<file path="src/rtl/pwm_capture.sv">
// pwm_capture: measures the duty of a free-running PWM waveform and flags bad periods.
// Ports:
//   CLK          - sole clock, rising edge
//   RST_N        - synchronous active-low reset
//   wave_i       - asynchronous PWM input, high = on
//   step_o       - last measured duty (high cycles per period), saturated to 255
//   valid_o      - one-cycle strobe, step_o updated this cycle
//   period_err_o - one-cycle strobe, measured period outside PERIOD-TOL..PERIOD+TOL
//   locked_o     - a good measurement has been taken since the last error or reset
module pwm_capture #(
    parameter int unsigned PERIOD = 256,
    parameter int unsigned TOL    = 0
) (
    input  logic       CLK,
    input  logic       RST_N,
    input  logic       wave_i,
    output logic [7:0] step_o,
    output logic       valid_o,
    output logic       period_err_o,
    output logic       locked_o
);

    localparam int unsigned CW      = 10;
    localparam int unsigned PW      = CW + 1;
    localparam int unsigned SW      = 8;
    localparam int unsigned CNT_MAX = (1 << CW) - 1;
    localparam int unsigned STEP_MAX = (1 << SW) - 1;
    localparam int unsigned P_MIN   = (PERIOD > TOL) ? PERIOD - TOL : 0;
    localparam int unsigned P_MAX   = PERIOD + TOL;

    typedef enum logic [1:0] {
        IDLE  = 2'd0,
        HIGH  = 2'd1,
        LOW   = 2'd2,
        STUCK = 2'd3
    } state_t;

    state_t          state, state_nx;
    logic            sync_q1, wave_s, wave_d;
    logic            rise_c, fall_c;
    logic [CW-1:0]   high_cnt, high_nx;
    logic [CW-1:0]   low_cnt, low_nx;
    logic [CW-1:0]   idle_cnt;
    logic            pend_valid, pend_valid_nx;
    logic            pend_err, pend_err_nx;
    logic [SW-1:0]   pend_step, pend_step_nx;
    logic [PW-1:0]   period_c;
    logic            period_ok_c;
    logic            idle_hit_c;
    logic [SW-1:0]   duty_c;
    logic [SW-1:0]   stuck_step_c;

    function automatic logic [CW-1:0] sat_inc(input logic [CW-1:0] v);
        return (v == CW'(CNT_MAX)) ? v : v + CW'(1);
    endfunction

    // Edge strobes from the synchronized waveform
    assign rise_c = wave_s & ~wave_d;
    assign fall_c = ~wave_s & wave_d;

    // Period and duty derived from the counters at the closing rise
    assign period_c     = PW'(high_cnt) + PW'(low_cnt);
    assign period_ok_c  = (period_c >= PW'(P_MIN)) && (period_c <= PW'(P_MAX));
    assign duty_c       = (high_cnt > CW'(STEP_MAX)) ? SW'(STEP_MAX) : high_cnt[SW-1:0];
    assign idle_hit_c   = (idle_cnt >= CW'(PERIOD));
    assign stuck_step_c = wave_s ? SW'(STEP_MAX) : SW'(0);

    // Input synchronizer and edge-detect delay
    always_ff @(posedge CLK) begin
        if (!RST_N) begin
            sync_q1 <= 1'b0;
            wave_s  <= 1'b0;
            wave_d  <= 1'b0;
        end else begin
            sync_q1 <= wave_i;
            wave_s  <= sync_q1;
            wave_d  <= wave_s;
        end
    end

    // State, measurement counters and the pending-report stage
    always_ff @(posedge CLK) begin
        if (!RST_N) begin
            state      <= IDLE;
            high_cnt   <= '0;
            low_cnt    <= '0;
            idle_cnt   <= '0;
            pend_valid <= 1'b0;
            pend_err   <= 1'b0;
            pend_step  <= '0;
        end else begin
            state      <= state_nx;
            high_cnt   <= high_nx;
            low_cnt    <= low_nx;
            idle_cnt   <= (rise_c || fall_c) ? CW'(0) : sat_inc(idle_cnt);
            pend_valid <= pend_valid_nx;
            pend_err   <= pend_err_nx;
            pend_step  <= pend_step_nx;
        end
    end

    // Next-state logic; a rise always wins over a timeout in the same cycle
    always_comb begin
        state_nx      = state;
        high_nx       = high_cnt;
        low_nx        = low_cnt;
        pend_valid_nx = 1'b0;
        pend_err_nx   = 1'b0;
        pend_step_nx  = pend_step;
        case (state)
            IDLE: begin
                if (rise_c) begin
                    state_nx = HIGH;
                    high_nx  = CW'(1);
                    low_nx   = '0;
                end else if (idle_hit_c) begin
                    state_nx      = STUCK;
                    pend_valid_nx = 1'b1;
                    pend_step_nx  = stuck_step_c;
                end
            end
            HIGH: begin
                if (fall_c) begin
                    state_nx = LOW;
                    low_nx   = CW'(1);
                end else if (idle_hit_c) begin
                    state_nx      = STUCK;
                    pend_valid_nx = 1'b1;
                    pend_step_nx  = stuck_step_c;
                end else begin
                    high_nx = sat_inc(high_cnt);
                end
            end
            LOW: begin
                if (rise_c) begin
                    state_nx = HIGH;
                    high_nx  = CW'(1);
                    low_nx   = '0;
                    if (period_ok_c) begin
                        pend_valid_nx = 1'b1;
                        pend_step_nx  = duty_c;
                    end else begin
                        pend_err_nx = 1'b1;
                    end
                end else if (idle_hit_c) begin
                    state_nx      = STUCK;
                    pend_valid_nx = 1'b1;
                    pend_step_nx  = stuck_step_c;
                end else begin
                    low_nx = sat_inc(low_cnt);
                end
            end
            STUCK: begin
                // A rise starts a fresh measurement; the partial period is not evaluated
                if (rise_c) begin
                    state_nx = HIGH;
                    high_nx  = CW'(1);
                    low_nx   = '0;
                end else if (fall_c) begin
                    state_nx = IDLE;
                end
            end
            default: state_nx = IDLE;
        endcase
    end

    // Registered outputs; step_o only moves together with valid_o
    always_ff @(posedge CLK) begin
        if (!RST_N) begin
            step_o       <= '0;
            valid_o      <= 1'b0;
            period_err_o <= 1'b0;
            locked_o     <= 1'b0;
        end else begin
            valid_o      <= pend_valid;
            period_err_o <= pend_err;
            if (pend_valid) begin
                step_o   <= pend_step;
                locked_o <= 1'b1;
            end else if (pend_err) begin
                locked_o <= 1'b0;
            end
        end
    end

endmodule

</file>
<file path="config.mk">
export PLATFORM = sky130hd
export DESIGN_NAME = pwm_capture
export DESIGN_NICKNAME = d
export VERILOG_FILES = /design/src/rtl/pwm_capture.sv
export SDC_FILE = /design/constraint.sdc
export NUM_CORES = 1
export LEC_CHECK = 0
export CORE_MARGIN = 4
export CORE_UTILIZATION = 60
export DETAILED_ROUTE_END_ITERATION = 10
export GPL_TIMING_DRIVEN = 0
export PLACE_DENSITY = 0.77
export RECOVER_POWER = 100
export SKIP_LAST_GASP = 1
export SYNTH_ARGS = -nofsm -noshare
export SYNTH_HDL_FRONTEND = slang
export SYNTH_SLANG_ARGS = --single-unit
</file>
<file path="constraint.sdc">
create_clock -name CLK -period 4.8 [get_ports CLK]
set_input_delay 0.48 -clock CLK [delete_from_list [all_inputs] [get_ports CLK]]
set_output_delay 0.48 -clock CLK [all_outputs]
set_load 0.02 [all_outputs]
</file>
==> impl_summary.md <==
Pwr
The net switching power is 0.200 mW. The design draws ~0.85 mW. Registers are responsible for between 50% and 60% of the overall power.

Net switching is a little under a quarter of the power. The portion of total power attributed to combinational logic is under 10%. The power per standard cell area is 246 mW/mm^2. The clock share of power is between 30% and 40%. The internal power consumption is around 0.65 mW.

The highest ir drop seen on vdd is 155 uV. The analysis attributes to cell leakage a power of ~1.3 nW.

Finish
The fraction of final layout cells sized beyond drive strength 1 is under 10%. After the last flow step, the layout net total stands at ~420. The end-of-flow core utilization is about two thirds. The most common library cell in the layout ignoring fill and taps is dfxtp_1. Fill cells in the final layout number between 400 and 500. The top cell types in the final layout, fill and taps aside, are dfxtp_1, nor2_1, a21oi_1. 0 antenna diodes ended up in the layout. Relative to the synthesized area, the layout overhead comes to 9.71%.

Timing
The measured slew at the worst slew-check pin is 0.794 ns. The number of slew-limit violations in the final report is 0. The number of setup violations in the final report is 0.

Clock skew on the completed layout was measured at roughly 0.0083 ns. The aggregate negative setup slack is 0 ns. The count of final hold-check violations is 0. The worst path uses 67.0% of the clock period. The worst-case headroom to the max-slew limit is a little under half. For this run, the top clock speed supported by timing is approximately 310 MHz. Setup repair after global routing left no endpoint under its margin. The post-route minimum period is about 3.2 ns.

The worst setup slack after layout is ~1.6 ns.

Clock tree
The number of CTS-inserted buffers is 5. Gates resized during post-CTS repair numbered 0. The total setup buffers inserted after CTS is 0. The library cell used as clock root buffer is clkbuf_8.

The number of buffers inserted for hold repair after clock tree synthesis is 0. After clock tree synthesis, the clock-pin slew on the worst setup and hold paths is about 0.1 ns. The clock reaches the later pin of the worst-skew pair after between 0.3 and 0.4 ns. The H-tree was split into 2 levels.

For this design, the sink count on the clock tree is 56. The longest clock path from root to sink contains 2 buffers. TritonCTS built the clock tree.

Routing
The number of DRC markers after the initial detailed-route iteration is approximately 140. The detailed router placed about 2700 vias in this run. The number of nets with antenna violations after detailed routing is 0. The final routed wire length divided by cell count is 14.1 um. The detailed-routing iteration count for the pre-antenna-repair pass is 6. The final layout contains routed wiring with a total length of between 6000 and 7000 um. The routed length on met3 is roughly 230 um. Dividing the detail-routed via count by the number of cells gives between 5 and 6. For this run, design rule violations remaining after detail routing come to 0. After detailed routing, no signal wire sits above met4. After detailed routing, the met2 layer carries between 3000 and 4000 um of wire. The wire length on met1 is 3250 um.

Global route
The first-pass GRT wire length is 11000 um. Global routing finished with a remaining overflow of 0. The largest net degree at the start of global routing is 18. The number of antenna violations at the first check in global routing is 0. In the global route stage, overall resource usage came out at roughly a fifth.

The number of global-route vias before repair is approximately 2500.

Floorplanning
The number of standard-cell rows in the floorplan is 26. The width of the die is approximately 80 um. The die is around 81 um tall.

The starting density of the core is 61.8%. In this run the count of I/O pins placed on the die edge is 14. The placeable core region is approximately 0.0051 sq mm. The area of the die is 0.00648 sq mm.

Worst setup path
The gate family responsible for the most delay along the worst path is simple AND/OR/NAND/NOR gates. For the worst setup path, the data arrival time is 3.47 ns. Together, buffers and inverters on the worst path number 1. STA classifies the critical path startpoint as a register. The cell with the largest stage delay on the worst path is nor4_1. The nature of the critical path endpoint is a register. Walking the worst path, the cells encountered are ha_1, fa_1, nor4_1, nand3_1, nor4_1, nand4_1, nor4_1, clkbuf_1, a31oi_1, o2bb2ai_1. At the worst endpoint, the required time is around 5 ns. The critical path starts at high_cnt[0]. Among the stages of the critical path, the cell type that occurs most often is nor4_1. The longest individual stage delay on the worst path is about 0.48 ns. The worst register-to-register path begins at high_cnt[0]. The setup path with the least slack is of type reg2reg. Of all nets on the critical path, the largest fanout is 10.

Place
The count of buffers from port buffering is 13. The HPWL after detailed placement is 4920 um. The post-place setup slack is 2.09 ns. The global placer's final weighted congestion is about 0.85.

Synthesis
Synthesis inferred 56 register bits. After synthesis, the share of flip-flops with an asynchronous set or reset is 0%. The number of synthesized flops with an enable pin is 0. For this run, the leading register cell type out of synthesis is dfxtp_1.

The Yosys step of the flow raised 0 warnings. Counting every instance in the synthesized netlist gives 373. The cell area after synthesis is approximately 0.0032 sq mm. The number of nets handed over by synthesis was just under 400. After synthesis, the netlist uses 52 different library cells. The average size of a mapped cell is around 8.5 sq um.

After synthesis, flip-flops and latches occupy between 30% and 40% of the total area.

Hold path
In this run the most critical hold path is launched from sync_q1. The path category of the worst min-delay check is reg2reg.

Job
The max-capacitance violation count is 0.

Status
The run finished with clean final reports.
[layout make-up]
type                            count  area [sq um]  share of cell area, %
Multi-Input combinational cell    294          1920                   55.5
Clock inverter                      2          38.8                   1.12
Inverter                           13          48.8                   1.41
Timing Repair Buffer               13           130                   3.76
Tap cell                           70          87.6                   2.53
Clock buffer                        6          72.6                   2.10
Sequential cell                    56          1120                   32.4
Buffer                             10          42.5                   1.23
[path summary, 6_finish.rpt]
path                   to  slack, ns  cells after the start
min                wave_s       0.44                      1
max reg2reg  pend_step[0]       1.59                     10
max          pend_step[0]       1.59                     10
min reg2reg        wave_s       0.44                      1
[cell usage after synthesis (all sizes together), types with 2 or more instances]
master / count / area share (%)
and4: 3 / 0.83
a21o: 3 / 0.71
dfxtp: 56 / 36
nor4: 4 / 1.3
nor4bb: 2 / 0.63
nor3: 18 / 3.0
o21ai: 16 / 2.7
clkbuf: 9 / 1.2
and3: 6 / 1.2
nand3: 10 / 1.6
nor2b: 3 / 0.59
a21oi: 28 / 4.4
xor2: 8 / 2.2
o211ai: 2 / 0.48
o2bb2ai: 8 / 2.2
xnor2: 12 / 3.3
nand2b: 12 / 2.4
a2111oi: 2 / 0.75
nand4: 8 / 1.6
nor2: 49 / 5.8
a31oi: 11 / 2.2
and2: 12 / 2.4
mux2i: 13 / 4.1
ha: 21 / 8.3
inv: 12 / 1.4
a22o: 2 / 0.56
o21a: 2 / 0.48
nand2: 23 / 2.7
a221oi: 2 / 0.56
[kinds of logic (layout without fill, tap and decap cells)]
kind of cell             count (synthesis)  in the layout  share of synthesized area [%]
multiplexers                            14             14                           4.48
XOR/XNOR                                20             20                           5.55
flip-flops                              56             56                           35.5
AND/OR/NAND/NOR                        154            154                           25.0
adder cells (fa/ha/maj)                 22             22                           8.96
AO/OA/AOI/OAI                           84             84                           17.3
buffers and inverters                   23             44                           3.13
[sequential cells by signal, indices dropped and copies added, names as in the netlist]
register,count
pend_err,1
period_err_o,1
locked_o,1
wave_d,1
step_o,8
state,2
high_cnt,10
wave_s,1
low_cnt,10
pend_valid,1
sync_q1,1
pend_step,8
valid_o,1
idle_cnt,10
[power groups by stage]
stage / sequential [mW] / clock [mW] / combinational, mW
after floorplan: 0.486 / 0 / 0.0441
after global placement: 0.488 / 0 / 0.0569
after detailed placement: 0.488 / 0 / 0.0598
after CTS: 0.478 / 0.324 / 0.0600
after global routing: 0.479 / 0.342 / 0.0666
final: 0.478 / 0.314 / 0.0594
[per-stage QoR]
step	cells	instance area [sq um]	hold WS, ns
4_1_cts	464	3480	0.451
3_5_place_dp	456	3370	0.431
6_report	464	3460	0.440
2_1_floorplan	373	3160	0.412
5_1_grt	464	3460	0.474
3_3_place_gp	456	3370	0.426
[layer usage]
metal	global-route usage [%]	up-vias
met5	0	-
met4	5.41	0
met3	3.59	9
met2	34.4	55
met1	28.7	1245
li1	-	1372
Power figures use the tool's default switching activity.
